### config.mk
export PLATFORM = sky130hd
export DESIGN_NAME = dma_cmd_queue
export DESIGN_NICKNAME = d
export VERILOG_FILES = /design/src/rtl/dma_pkg.sv /design/src/rtl/dma_desc_fifo.sv /design/src/rtl/dma_cmd_queue.sv
export SDC_FILE = /design/constraint.sdc
export NUM_CORES = 1
export LEC_CHECK = 0
export CAP_MARGIN = 10
export CORE_MARGIN = 2
export CORE_UTILIZATION = 50
export CTS_CLUSTER_SIZE = 20
export DETAILED_ROUTE_END_ITERATION = 8
export HOLD_SLACK_MARGIN = 0.08
export PLACE_DENSITY = 0.73
export SLEW_MARGIN = 20
export SYNTH_ARGS = -nofsm -noshare
export SYNTH_HDL_FRONTEND = slang
export SYNTH_SLANG_ARGS = --single-unit
### constraint.sdc
create_clock -name clk -period 5.2 [get_ports clk]
set_input_delay 1.04 -clock clk [delete_from_list [all_inputs] [get_ports clk]]
set_output_delay 1.04 -clock clk [all_outputs]
set_load 0.01 [all_outputs]
### src/rtl/dma_pkg.sv
// Shared definitions for the DMA descriptor queue: FSM encoding,
// descriptor width helper and status counter width.
package dma_pkg;

    // Width of the completed-transfer counter.
    localparam int DONE_W = 16;

    // Issue sequencer states.
    typedef enum logic [1:0] {
        IDLE      = 2'd0,
        ISSUE     = 2'd1,
        WAIT_BUSY = 2'd2,
        WAIT_DONE = 2'd3
    } state_t;

    // A descriptor is {src, dest, len}, each addr_w bits wide.
    function automatic int desc_width(input int addr_w);
        return 3 * addr_w;
    endfunction

endpackage

### src/rtl/dma_desc_fifo.sv
// Synchronous descriptor FIFO. Flush clears the queue and takes priority
// over a push in the same cycle; push is ignored when full and pop is
// ignored when empty, so the count can neither overflow nor underflow.
module dma_desc_fifo #(
    parameter int DEPTH = 4,
    parameter int W     = 96,
    localparam int PTR_W = $clog2(DEPTH),
    localparam int CNT_W = PTR_W + 1
) (
    input  logic             clk,
    input  logic             reset,
    input  logic             push_i,
    input  logic             pop_i,
    input  logic             flush_i,
    input  logic [W-1:0]     wdata_i,
    output logic [W-1:0]     rdata_o,
    output logic             full_o,
    output logic             empty_o,
    output logic [CNT_W-1:0] count_o
);

    logic [W-1:0]     mem_q [DEPTH];
    logic [PTR_W-1:0] wr_q, wr_d;
    logic [PTR_W-1:0] rd_q, rd_d;
    logic [CNT_W-1:0] cnt_q, cnt_d;
    logic             do_push;
    logic             do_pop;

    assign full_o  = (cnt_q == CNT_W'(DEPTH));
    assign empty_o = (cnt_q == '0);
    assign count_o = cnt_q;
    assign rdata_o = mem_q[rd_q];

    assign do_push = push_i && !full_o && !flush_i;
    assign do_pop  = pop_i && !empty_o && !flush_i;

    // Pointer and occupancy next-state; pointers wrap naturally.
    always_comb begin
        wr_d  = wr_q;
        rd_d  = rd_q;
        cnt_d = cnt_q;
        if (flush_i) begin
            wr_d  = '0;
            rd_d  = '0;
            cnt_d = '0;
        end else begin
            if (do_push) wr_d = wr_q + PTR_W'(1);
            if (do_pop)  rd_d = rd_q + PTR_W'(1);
            cnt_d = cnt_q + CNT_W'(do_push) - CNT_W'(do_pop);
        end
    end

    // Pointer and count registers.
    always_ff @(posedge clk) begin
        if (reset) begin
            wr_q  <= '0;
            rd_q  <= '0;
            cnt_q <= '0;
        end else begin
            wr_q  <= wr_d;
            rd_q  <= rd_d;
            cnt_q <= cnt_d;
        end
    end

    // Storage array; contents are don't-care until written.
    always_ff @(posedge clk) begin
        if (do_push) mem_q[wr_q] <= wdata_i;
    end

endmodule

### src/rtl/dma_cmd_queue.sv
// Descriptor queue and issue sequencer feeding the DMA controller.
// Handshake: a descriptor transfers on any rising edge where cmd_valid and
// cmd_ready are both high; cmd_ready depends only on registered occupancy.
// Bad lengths (zero or not word-multiple) are accepted and dropped.
module dma_cmd_queue
    import dma_pkg::*;
#(
    parameter int DEPTH   = 4,
    parameter int ADDR_W  = 32,
    parameter int TIMEOUT = 16
) (
    input  logic                   clk,
    input  logic                   reset,
    input  logic                   cmd_valid,
    output logic                   cmd_ready,
    input  logic [ADDR_W-1:0]      cmd_src,
    input  logic [ADDR_W-1:0]      cmd_dest,
    input  logic [ADDR_W-1:0]      cmd_len,
    input  logic                   flush,
    input  logic                   err_clear,
    output logic                   start_transfer,
    output logic [ADDR_W-1:0]      src_addr,
    output logic [ADDR_W-1:0]      dest_addr,
    output logic [ADDR_W-1:0]      transfer_length,
    input  logic                   dma_busy,
    output logic [$clog2(DEPTH):0] q_count,
    output logic [DONE_W-1:0]      done_count,
    output logic                   irq_done,
    output logic                   err_len,
    output logic                   err_timeout,
    output logic                   queue_busy,
    output state_t                 dbg_state
);

    localparam int DESC_W = desc_width(ADDR_W);
    localparam int TO_W   = $clog2(TIMEOUT + 1);

    state_t             state_q, state_d;
    logic [TO_W-1:0]    to_cnt_q, to_cnt_d, to_inc;
    logic [ADDR_W-1:0]  src_q, src_d, dest_q, dest_d, len_q, len_d;
    logic [DONE_W-1:0]  done_cnt_q, done_cnt_d;
    logic               err_len_q, err_len_d;
    logic               err_to_q, err_to_d;
    logic               irq_q, irq_d;

    logic               len_ok, accept, fifo_push, bad_len_evt;
    logic               fifo_pop, fifo_full, fifo_empty;
    logic               load_en, timeout_evt, done_evt;
    logic [DESC_W-1:0]  fifo_wdata, fifo_rdata;
    logic [ADDR_W-1:0]  head_src, head_dest, head_len;

    assign len_ok      = (cmd_len != '0) && (cmd_len[1:0] == 2'b00);
    assign accept      = cmd_valid && cmd_ready;
    assign fifo_push   = accept && len_ok && !flush;
    assign bad_len_evt = accept && !len_ok && !flush;
    assign fifo_wdata  = {cmd_src, cmd_dest, cmd_len};
    assign {head_src, head_dest, head_len} = fifo_rdata;
    assign to_inc      = to_cnt_q + TO_W'(1);

    dma_desc_fifo #(
        .DEPTH (DEPTH),
        .W     (DESC_W)
    ) u_fifo (
        .clk     (clk),
        .reset   (reset),
        .push_i  (fifo_push),
        .pop_i   (fifo_pop),
        .flush_i (flush),
        .wdata_i (fifo_wdata),
        .rdata_o (fifo_rdata),
        .full_o  (fifo_full),
        .empty_o (fifo_empty),
        .count_o (q_count)
    );

    // Issue sequencer: next state, pop/load strobes and timeout counting.
    always_comb begin
        state_d     = state_q;
        to_cnt_d    = to_cnt_q;
        fifo_pop    = 1'b0;
        load_en     = 1'b0;
        timeout_evt = 1'b0;
        done_evt    = 1'b0;
        case (state_q)
            IDLE: begin
                if (!fifo_empty && !dma_busy && !flush) begin
                    fifo_pop = 1'b1;
                    load_en  = 1'b1;
                    state_d  = ISSUE;
                end
            end
            ISSUE: begin
                to_cnt_d = '0;
                state_d  = WAIT_BUSY;
            end
            WAIT_BUSY: begin
                if (dma_busy) begin
                    state_d = WAIT_DONE;
                end else begin
                    to_cnt_d = to_inc;
                    if (to_inc == TO_W'(TIMEOUT)) begin
                        timeout_evt = 1'b1;
                        state_d     = IDLE;
                    end
                end
            end
            WAIT_DONE: begin
                if (!dma_busy) begin
                    done_evt = 1'b1;
                    state_d  = IDLE;
                end
            end
            default: state_d = IDLE;
        endcase
    end

    // Output descriptor hold, sticky errors (set beats clear) and completion status.
    always_comb begin
        src_d      = load_en ? head_src  : src_q;
        dest_d     = load_en ? head_dest : dest_q;
        len_d      = load_en ? head_len  : len_q;
        err_len_d  = err_clear ? 1'b0 : err_len_q;
        err_to_d   = err_clear ? 1'b0 : err_to_q;
        irq_d      = done_evt;
        done_cnt_d = done_evt ? done_cnt_q + DONE_W'(1) : done_cnt_q;
        if (bad_len_evt) err_len_d = 1'b1;
        if (timeout_evt) err_to_d  = 1'b1;
    end

    // State and status registers.
    always_ff @(posedge clk) begin
        if (reset) begin
            state_q    <= IDLE;
            to_cnt_q   <= '0;
            src_q      <= '0;
            dest_q     <= '0;
            len_q      <= '0;
            done_cnt_q <= '0;
            err_len_q  <= 1'b0;
            err_to_q   <= 1'b0;
            irq_q      <= 1'b0;
        end else begin
            state_q    <= state_d;
            to_cnt_q   <= to_cnt_d;
            src_q      <= src_d;
            dest_q     <= dest_d;
            len_q      <= len_d;
            done_cnt_q <= done_cnt_d;
            err_len_q  <= err_len_d;
            err_to_q   <= err_to_d;
            irq_q      <= irq_d;
        end
    end

    assign cmd_ready       = !fifo_full;
    assign start_transfer  = (state_q == ISSUE);
    assign src_addr        = src_q;
    assign dest_addr       = dest_q;
    assign transfer_length = len_q;
    assign done_count      = done_cnt_q;
    assign irq_done        = irq_q;
    assign err_len         = err_len_q;
    assign err_timeout     = err_to_q;
    assign queue_busy      = (state_q != IDLE) || (q_count != '0);
    assign dbg_state       = state_q;

endmodule

==> results.yml, run 1 <==
sta:
  tightestPinTransition_ns: 0.921
  setup_viol: 0
  hold_viol: 0
  maxSlewHeadroom: 0.386
  tns_ns: 0
  skew_ns: 0.0139
  finalCriticalPeriod_ns: 3.58
  fin_crit_sh: 0.688
  rsz0062_at_grt: "false"
  final_max_slew_viol_count: 0
  fmax_mhz: 280
hold_path:
  whs_path_depth: 2
  hold_class: "reg2reg"
route:
  ant_nets: 0
  vias_per_cell: 5.53
  drt_iter0_drc: 659
  num_vias: 10299
  firstDrtPassIters: 6
  post_drt_wl_per_cell_microns: 21.1
  wirelength_mm: 39.3
  drc: 0
clock_network:
  holdBufCountCts: 0
  clk_pin_slew_worst_paths_ns: 0.06
  htreeDepth: 2
  cts_tree: "yes"
  post_cts_buffers: 0
  cts_made_buffers: 50
  clk_path_buf_depth: 3
  post_cts_resized: 0
  cts_sinks: 513
  clock_latency_ns: 0.58
  root_buffer: "clkbuf_16"
placed_design:
  gp_congestion: 0.756
  place_hpwl_mm: 23.7
  port_buffers: 224
floorplan:
  initial_core_util: 0.504
  coreArea_sq_mm: 0.0373
  fp.dieW_microns: 198
  rows: 71
  fp.dieArea_sq_mm: 0.0392
  boundaryPins: 225
  die_y_microns: 198
finish:
  finalNetCount: 1459
  fill_cells: 2668
  drive_gt1_frac: 0.153
  area_growth_pct: 24.3
grt:
  antenna_found_initial: 3
  grt_max_degree: 98
  grt_pass1_wl_mm: 60.0
  grt_overflow_total: 0
  gr-usage-all-layers: 0.204
  grt_pass1_vias: 10425
synth:
  syn_inst: 1116
  syn-cell-area_sq_mm: 0.0188
  synth-edff-count: 384
  synth_flop_cell: "edfxtp_1"
  async_flop_share: 0
  synth_nets: 1228
  yosys_warnings: 0
  synth.distinct_cells: 43
  yosys_register_bits: 513
  syn_avg_cell_area_sq_um: 16.8
  ys_seq_area_frac: 0.751
worst_setup_path:
  worst_path_max_delay_cell: "a211oi_1"
  cp_top_family: "simple AND/OR/NAND/NOR gates"
  path_cells: "clkdlybuf4s50_1, nor4_1, and4_1, a211oi_1, and2_4, buf_12"
  crit_fanout: 37
  path_depth: 6
  path_class: "in2reg"
  rrSetupSlack_ns: 2.34
  cp.required_ns: 5.46
  end_kind: "flip-flop"
  max_stage_delay_ns: 0.76
  arrival_ns: 3.83
  start_kind: "input port"
  cp_num_buf_inv: 2
  worstRegToRegCells: 5
flow_run:
  maxCapViolations: 0
pwr:
  power_leakage_uw: 0.00737
  power_density_mw_per_mm2: 359
  totalPowerFinal_uw: 8390
  ir_worst_vdd_mv: 0.271
run_status:
  status: "finished clean"
## power breakdown
part	total, uW	switching, uW	internal, uW	leakage [uW]
clock	3760	1480	2280	0.000874
combinational	205	103	102	0.00199
sequential	4420	8.34	4410	0.00450
total	8390	1590	6800	0.00737
## synth_stat cells, types with 2 or more instances
library cell	number	area, sq um
o21ai_0	6	30.0
xor2_1	6	52.6
or3b_2	4	35.0
clkbuf_1	30	113
nor3_1	5	25.0
or3_1	8	50.1
nor3b_1	2	15.0
buf_2	23	115
nand3b_1	5	37.5
xnor2_1	6	52.6
nor2_1	17	63.8
buf_4	6	45.0
inv_1	8	30.0
a21bo_2	2	20.0
dfxtp_1	129	2580
and2_1	7	43.8
nor4_1	8	50.1
and4_1	3	26.3
and3_1	2	12.5
mux2i_1	3	30.0
nand4_1	3	18.8
ha_1	9	113
nand2_1	206	773
nand3_1	10	50.1
a21oi_1	111	556
mux4_2	96	2160
o31ai_1	2	15.0
edfxtp_1	384	11500
## cells in the final DEF (no fill, tap or decap), drive strengths merged, types with 2 or more instances in the layout
cell and count:
a21oi 111, nand3 10, nand3b 5, or3b 5
and4 3, bufinv 5, and3 2, dfxtp 129
buf 15, clkinv 15, clkdlybuf4s50 223, nor3 5
xnor2 6, nor3b 2, o31ai 2, clkbuf 71
mux4 96, nand4 3, a21bo 2, mux2i 3
o21ai 6, xor2 6, inv 10, nand4b 2
edfxtp 384, nor2 17, nand2 206, nor4 9
or3 8, and2 7, ha 9
## final cells by class
cell class / count / area, sq um / area share
Multi-Input combinational cell: 535 / 4400 / 0.188
Antenna cell: 1 / 2.50 / 0.000107
Inverter: 9 / 36.3 / 0.00155
Sequential cell: 513 / 14100 / 0.604
Clock buffer: 71 / 1520 / 0.0649
Tap cell: 474 / 593 / 0.0254
Timing Repair Buffer: 238 / 2460 / 0.105
Clock inverter: 22 / 239 / 0.0102
## flip-flops by register name, indices dropped and copies added, names as in the netlist, 3 cells and up
signal and count:
dest_addr 32, done_count 16, src_addr 32, to_cnt_q 5, transfer_length 32, u_fifo.count_o 3
u_fifo.mem_q 384
## worst paths after layout
check | from | end
setup reg to reg | u_fifo.count_o[1] | u_fifo.mem_q[0][41]
hold / removal | transfer_length[6] | transfer_length[6]
setup / recovery | cmd_len[27] | u_fifo.mem_q[0][41]
hold reg to reg | transfer_length[6] | transfer_length[6]
## cell families after synthesis
group / after synthesis / synth area share
xor+xnor: 12 / 0.00559
buf+inv: 68 / 0.0163
fa+ha+maj: 10 / 0.00705
simple gates: 289 / 0.0689
flops: 513 / 0.751
compound gates: 124 / 0.0343
mux: 100 / 0.117
## metal layers
layer	global-route usage	up-vias	share of wire
met5	0	-	0.00076
met4	0.0682	4	0.024
met3	0.0438	57	0.054
met2	0.339	296	0.50
met1	0.270	5230	0.42
li1	-	4712	-
## worst reg2reg max path: stages, from the launching register on
cell and delay (ns):
dfxtp_1 0.42, or3b_2 0.17, nand3b_1 0.12, a211oi_1 0.78, and2_4 0.65, buf_12 0.38
## through the flow
step	area [sq um]	hold WS, ns	setup WS [ns]	std cells	util
after floorplan	18800	0.468	0.558	1116	-
after global placement	21600	0.442	1.05	1769	0.579
after CTS	23400	0.454	1.60	1862	0.626
after global routing	23400	0.473	1.41	1863	0.626
after detailed placement	21600	0.446	0.990	1769	0.579
final	23400	0.452	1.62	1863	0.626
Power figures use the tool's default switching activity.
==> inputs of run 2 (changes only) <==
PLACE_DENSITY = 0.76   (was 0.73)
clock period = 3.25 ns   (was 5.2 ns; I/O delays follow)
==> run 2 against run 1 <==
Compared with the run above:
- clock-buffer cell count is 5 lower
- first-iteration DRC count increased by 0.30%
- sequential cell count stayed put
- die area unchanged
- register-to-register slack got worse by 1.4 ns
- sequential power increased by 60%
- utilization rose by 0.39 points
- clock power increased by 52%
- clock skew hardly changed
- critical endpoint is now queue_busy
==> results.yml, run 2 (synthesized netlist as in run 1, its figures left out) <==
worst_setup_path:
  reg2reg_from: "u_fifo.count_o[2]"
  crit_fanout: 5
  path_depth: 3
  path_cells: "or3_1, or3_1, clkdlybuf4s50_1"
  worst_path_max_delay_cell: "clkdlybuf4s50_1"
  worstRegToRegCells: 6
  worstReg2RegEnd: "u_fifo.mem_q[0][88]"
  crit_end: "queue_busy"
  rrSetupSlack_ns: 0.93
  cpMostUsedCell: "or3_1"
  cp_num_buf_inv: 1
  end_kind: "output pin"
  cp_top_family: "simple AND/OR/NAND/NOR gates"
  path_class: "reg2out"
  cp-startpoint: "u_fifo.count_o[1]"
  cp.required_ns: 2.60
  max_stage_delay_ns: 0.49
  start_kind: "flip-flop"
  arrival_ns: 2.22
clock_network:
  clock_latency_ns: 0.57
  post_cts_resized: 0
  root_buffer: "clkbuf_16"
  cts_tree: "yes"
  clk_pin_slew_worst_paths_ns: 0.06
  cts_sinks: 513
  post_cts_buffers: 0
  cts_made_buffers: 50
  clk_path_buf_depth: 3
  htreeDepth: 2
  holdBufCountCts: 0
route:
  ant_nets: 0
  wirelength_mm: 39.9
  drt_iter0_drc: 661
  firstDrtPassIters: 5
  vias_per_cell: 5.52
  num_vias: 10411
  post_drt_wl_per_cell_microns: 21.2
  drc: 0
finish:
  final_common_cell: "edfxtp_1"
  drive_gt1_frac: 0.159
  largest_reg_flops: 384
  area_growth_pct: 25.0
  finalNetCount: 1479
  post-route-cell-area_sq_mm: 0.0235
  final_cell_mix: "edfxtp_1, clkdlybuf4s50_1, nand2_1, dfxtp_1, a21oi_1"
  fill_cells: 2620
  top_register: "u_fifo.mem_q"
sta:
  hold_viol: 0
  setup_viol: 0
  skew_ns: 0.0143
  fin_crit_sh: 0.882
  final_max_slew_viol_count: 0
  setup_slack_ns: 0.383
  maxSlewHeadroom: 0.525
  fmax_mhz: 349
  tightestPinTransition_ns: 0.713
  finalCriticalPeriod_ns: 2.87
  whs_ns: 0.452
  rsz0062_at_grt: "false"
pwr:
  ir_worst_vdd_mv: 0.490
  power_leakage_uw: 0.00742
  power_density_mw_per_mm2: 559
grt:
  grt_use_met2: 0.351
  gr-usage-met1: 0.266
  grt_max_degree: 98
  gr-usage-all-layers: 0.207
  antenna_found_initial: 2
  use_met3: 0.0397
  grt_pass1_vias: 10787
  grt_overflow_total: 0
  busiest_layer: "met2"
  grt_pass1_wl_mm: 60.5
placed_design:
  pre_cts_slack_ns: -0.0241
  port_buffers: 224
  place_hpwl_mm: 23.5
  place_area_sq_mm: 0.0218
  gp_congestion: 0.787
floorplan:
  initial_core_util: 0.504
  fp.dieW_microns: 198
  die_y_microns: 198
  fp.dieArea_sq_mm: 0.0392
  rows: 71
  boundaryPins: 225
  coreArea_sq_mm: 0.0373
run_status:
  status: "finished clean"
hold_path:
  hold_class: "reg2reg"
flow_run:
  maxCapViolations: 0
## run 2: changes by cell type in the layout (fill, tap and decap cells not counted), sizes merged
cell | before | now
buf | 15 | 35
bufinv | 5 | 4
clkbuf | 71 | 66
clkinvlp | 1 | 5
diode | 1 | 2
clkinv | 15 | 18
## run 2: power by group
part	total, uW	switching [uW]	internal, uW	leakage [uW]
Clock	5730	2350	3380	0.000801
Combinational	342	165	177	0.00212
Sequential	7080	14.1	7060	0.00450
## run 2: worst register-to-register path, stage by stage (launching register included)
cell	delay, ns
dfxtp_1	0.36
or3b_2	0.22
nand3b_1	0.14
a211oi_1	0.36
buf_4	0.22
and2_4	0.43
buf_12	0.26
## run 2: worst min-delay path by stage
stage	slack, ns	cells past startpoint	startpoint	endpoint
3_3_place_gp	0.44	2	dest_addr[14]	dest_addr[14]
5_1_grt	0.47	2	transfer_length[9]	transfer_length[9]
4_1_cts	0.45	2	src_addr[22]	src_addr[22]
6_report	0.45	2	src_addr[22]	src_addr[22]
3_5_place_dp	0.45	2	src_addr[22]	src_addr[22]
2_1_floorplan	0.47	2	u_fifo.wr_q[1]	u_fifo.wr_q[1]
## run 2: cell type report
| cell class | count | area (sq um) | area share |
|---|---|---|---|
| timing repair buffer | 258 | 2700 | 0.115 |
| tap | 474 | 593 | 0.0252 |
| sequential | 513 | 14100 | 0.601 |
| clock buffer | 66 | 1420 | 0.0602 |
| antenna | 2 | 5.00 | 0.000213 |
| inverter | 9 | 36.3 | 0.00154 |
| clock inverter | 28 | 244 | 0.0104 |
| multi-input combinational | 535 | 4400 | 0.187 |
## run 2: metrics by stage
step	power, uW	util	cells	setup TNS [ns]
floorplan	7310	-	1116	0
global placement	7550	0.585	1789	0
detailed placement	7560	0.585	1789	-0.537
CTS	13300	0.630	1883	0
global route	13500	0.630	1884	0
finish	13200	0.630	1885	0
## run 2: per-layer routing
layer / wire, microns / vias up
met5: 15 / -
met4: 1080 / 2
met3: 2710 / 66
met2: 20100 / 341
met1: 16000 / 5236
li1: - / 4766
==> inputs of run 3 (changes only) <==
CORE_UTILIZATION = 40   (was 50)
PLACE_DENSITY = unset   (was 0.76)
==> run 3 against run 2 <==
Compared with the run above:
- critical path depth stayed put
- clock skew grew 0.0085 ns
- final cell count increased by 7.4%
- global-route usage decreased by 3.6 points
- sequential cell count unchanged
- largest power group unchanged
==> results.yml, run 3 (synthesized netlist as in run 1, its figures left out) <==
clock_network:
  clk_path_buf_depth: 3
  clk_pin_slew_worst_paths_ns: 0.06
  holdBufCountCts: 0
  cts_sinks: 513
  cts_tree: "yes"
  post_cts_buffers: 0
  root_buffer: "clkbuf_16"
  cts_made_buffers: 54
  post_cts_resized: 0
  clock_latency_ns: 0.59
  htreeDepth: 2
grt:
  gr-usage-all-layers: 0.171
  grt_overflow_total: 0
  grt_pass1_wl_mm: 63.7
  grt_max_degree: 98
  antenna_found_initial: 4
  grt_pass1_vias: 10380
finish:
  area_growth_pct: 26.9
  finalNetCount: 1485
  top_register: "u_fifo.mem_q"
  drive_gt1_frac: 0.161
  largest_reg_flops: 384
  final_common_cell: "edfxtp_1"
  post-route-cell-area_sq_mm: 0.0239
  final_cell_mix: "edfxtp_1, clkdlybuf4s50_1, nand2_1, dfxtp_1, a21oi_1"
  layout.cells.non_filler: 2025
route:
  post_drt_wl_per_cell_microns: 20.8
  wl_met1_mm: 18.0
  ant_nets: 0
  routed.top_layer: "met5"
  drt_iter0_drc: 637
  num_vias: 10279
  wl_met2_mm: 21.1
  wirelength_mm: 42.1
  firstDrtPassIters: 6
  drc: 0
  vias_per_cell: 5.08
  wl_met3_mm: 2.12
sta:
  tightestPinTransition_ns: 0.658
  final_max_slew_viol_count: 0
  rsz0062_at_grt: "false"
  skew_ns: 0.0228
  fin_crit_sh: 0.914
  setup_viol: 0
  tns_ns: 0
  maxSlewHeadroom: 0.561
  finalCriticalPeriod_ns: 2.97
  fmax_mhz: 337
  hold_viol: 0
worst_setup_path:
  cp.required_ns: 2.60
  worst_path_max_delay_cell: "clkdlybuf4s50_1"
  max_stage_delay_ns: 0.51
  path_class: "reg2out"
  start_kind: "flip-flop"
  arrival_ns: 2.32
  end_kind: "output pin"
  path_cells: "or3_1, or3_1, clkdlybuf4s50_1"
  crit_fanout: 5
  cpMostUsedCell: "or3_1"
placed_design:
  place_area_sq_mm: 0.0221
  gp_congestion: 0.733
  place_inst: 1924
  port_buffers: 224
  place_hpwl_mm: 25.9
pwr:
  totalPowerFinal_uw: 13600
  power_leakage_uw: 0.00751
  power_density_mw_per_mm2: 569
  ir_worst_vdd_mv: 0.411
hold_path:
  hold_class: "reg2reg"
floorplan:
  boundaryPins: 225
  die_y_microns: 221
  fp.dieArea_sq_mm: 0.0488
  coreArea_sq_mm: 0.0465
  rows: 79
  initial_core_util: 0.405
  fp.dieW_microns: 221
flow_run:
  maxCapViolations: 0
run_status:
  status: "finished clean"
[run 3: changes by cell type in the layout (fill, tap and decap cells not counted), sizes merged]
| cell | before | now |
|---|---|---|
| clkbuf | 66 | 74 |
| bufinv | 4 | 7 |
| clkinvlp | 5 | 2 |
| buf | 35 | 37 |
| clkinv | 18 | 16 |
| diode | 2 | 1 |
[run 3: worst paths after layout]
path	from	endpoint	slack, ns	cells after the start
worst max-delay path	u_fifo.count_o[1]	queue_busy	0.28	3
worst min-delay path	transfer_length[30]	transfer_length[30]	0.45	2
worst max register to register	u_fifo.count_o[1]	u_fifo.mem_q[1][66]	0.98	6
worst min register to register	transfer_length[30]	transfer_length[30]	0.45	2
[run 3: power by group]
group          switching, uW  leakage (uW)  internal [uW]  total [uW]
Sequential              13.4       0.00450           7060        7080
Clock                   2430      0.000870           3730        6160
Combinational            172       0.00214            174         346
Total                   2610       0.00751          11000       13600
[run 3: worst max-delay path: cells and delay by family (launching register included)]
family	cells	cell delay [ns]
buf+inv	1	0.51
flops	1	0.38
simple gates	2	0.84
[run 3: routing by layer]
layer	global-route usage	vias to the layer above
met2	0.285	250
li1	-	4761
met5	0	-
met4	0.0485	6
met1	0.225	5202
met3	0.0385	60
[run 3: layout make-up]
class / count / area, sq um
Tap cell: 607 / 759
Fill cell: 3874 / 22600
Antenna cell: 1 / 2.50
Inverter: 9 / 36.3
Multi-Input combinational cell: 535 / 4400
Timing Repair Buffer: 260 / 2760
Clock inverter: 26 / 307
Sequential cell: 513 / 14100
Clock buffer: 74 / 1480
[run 3: stage by stage]
step / setup WS (ns) / util / hold slack [ns]
floorplan: 0.0263 / - / 0.468
detailed placement: 0.0958 / 0.475 / 0.445
global route: 0.214 / 0.514 / 0.467
CTS: 0.202 / 0.514 / 0.454
finish: 0.279 / 0.514 / 0.451
global placement: -0.0104 / 0.475 / 0.441
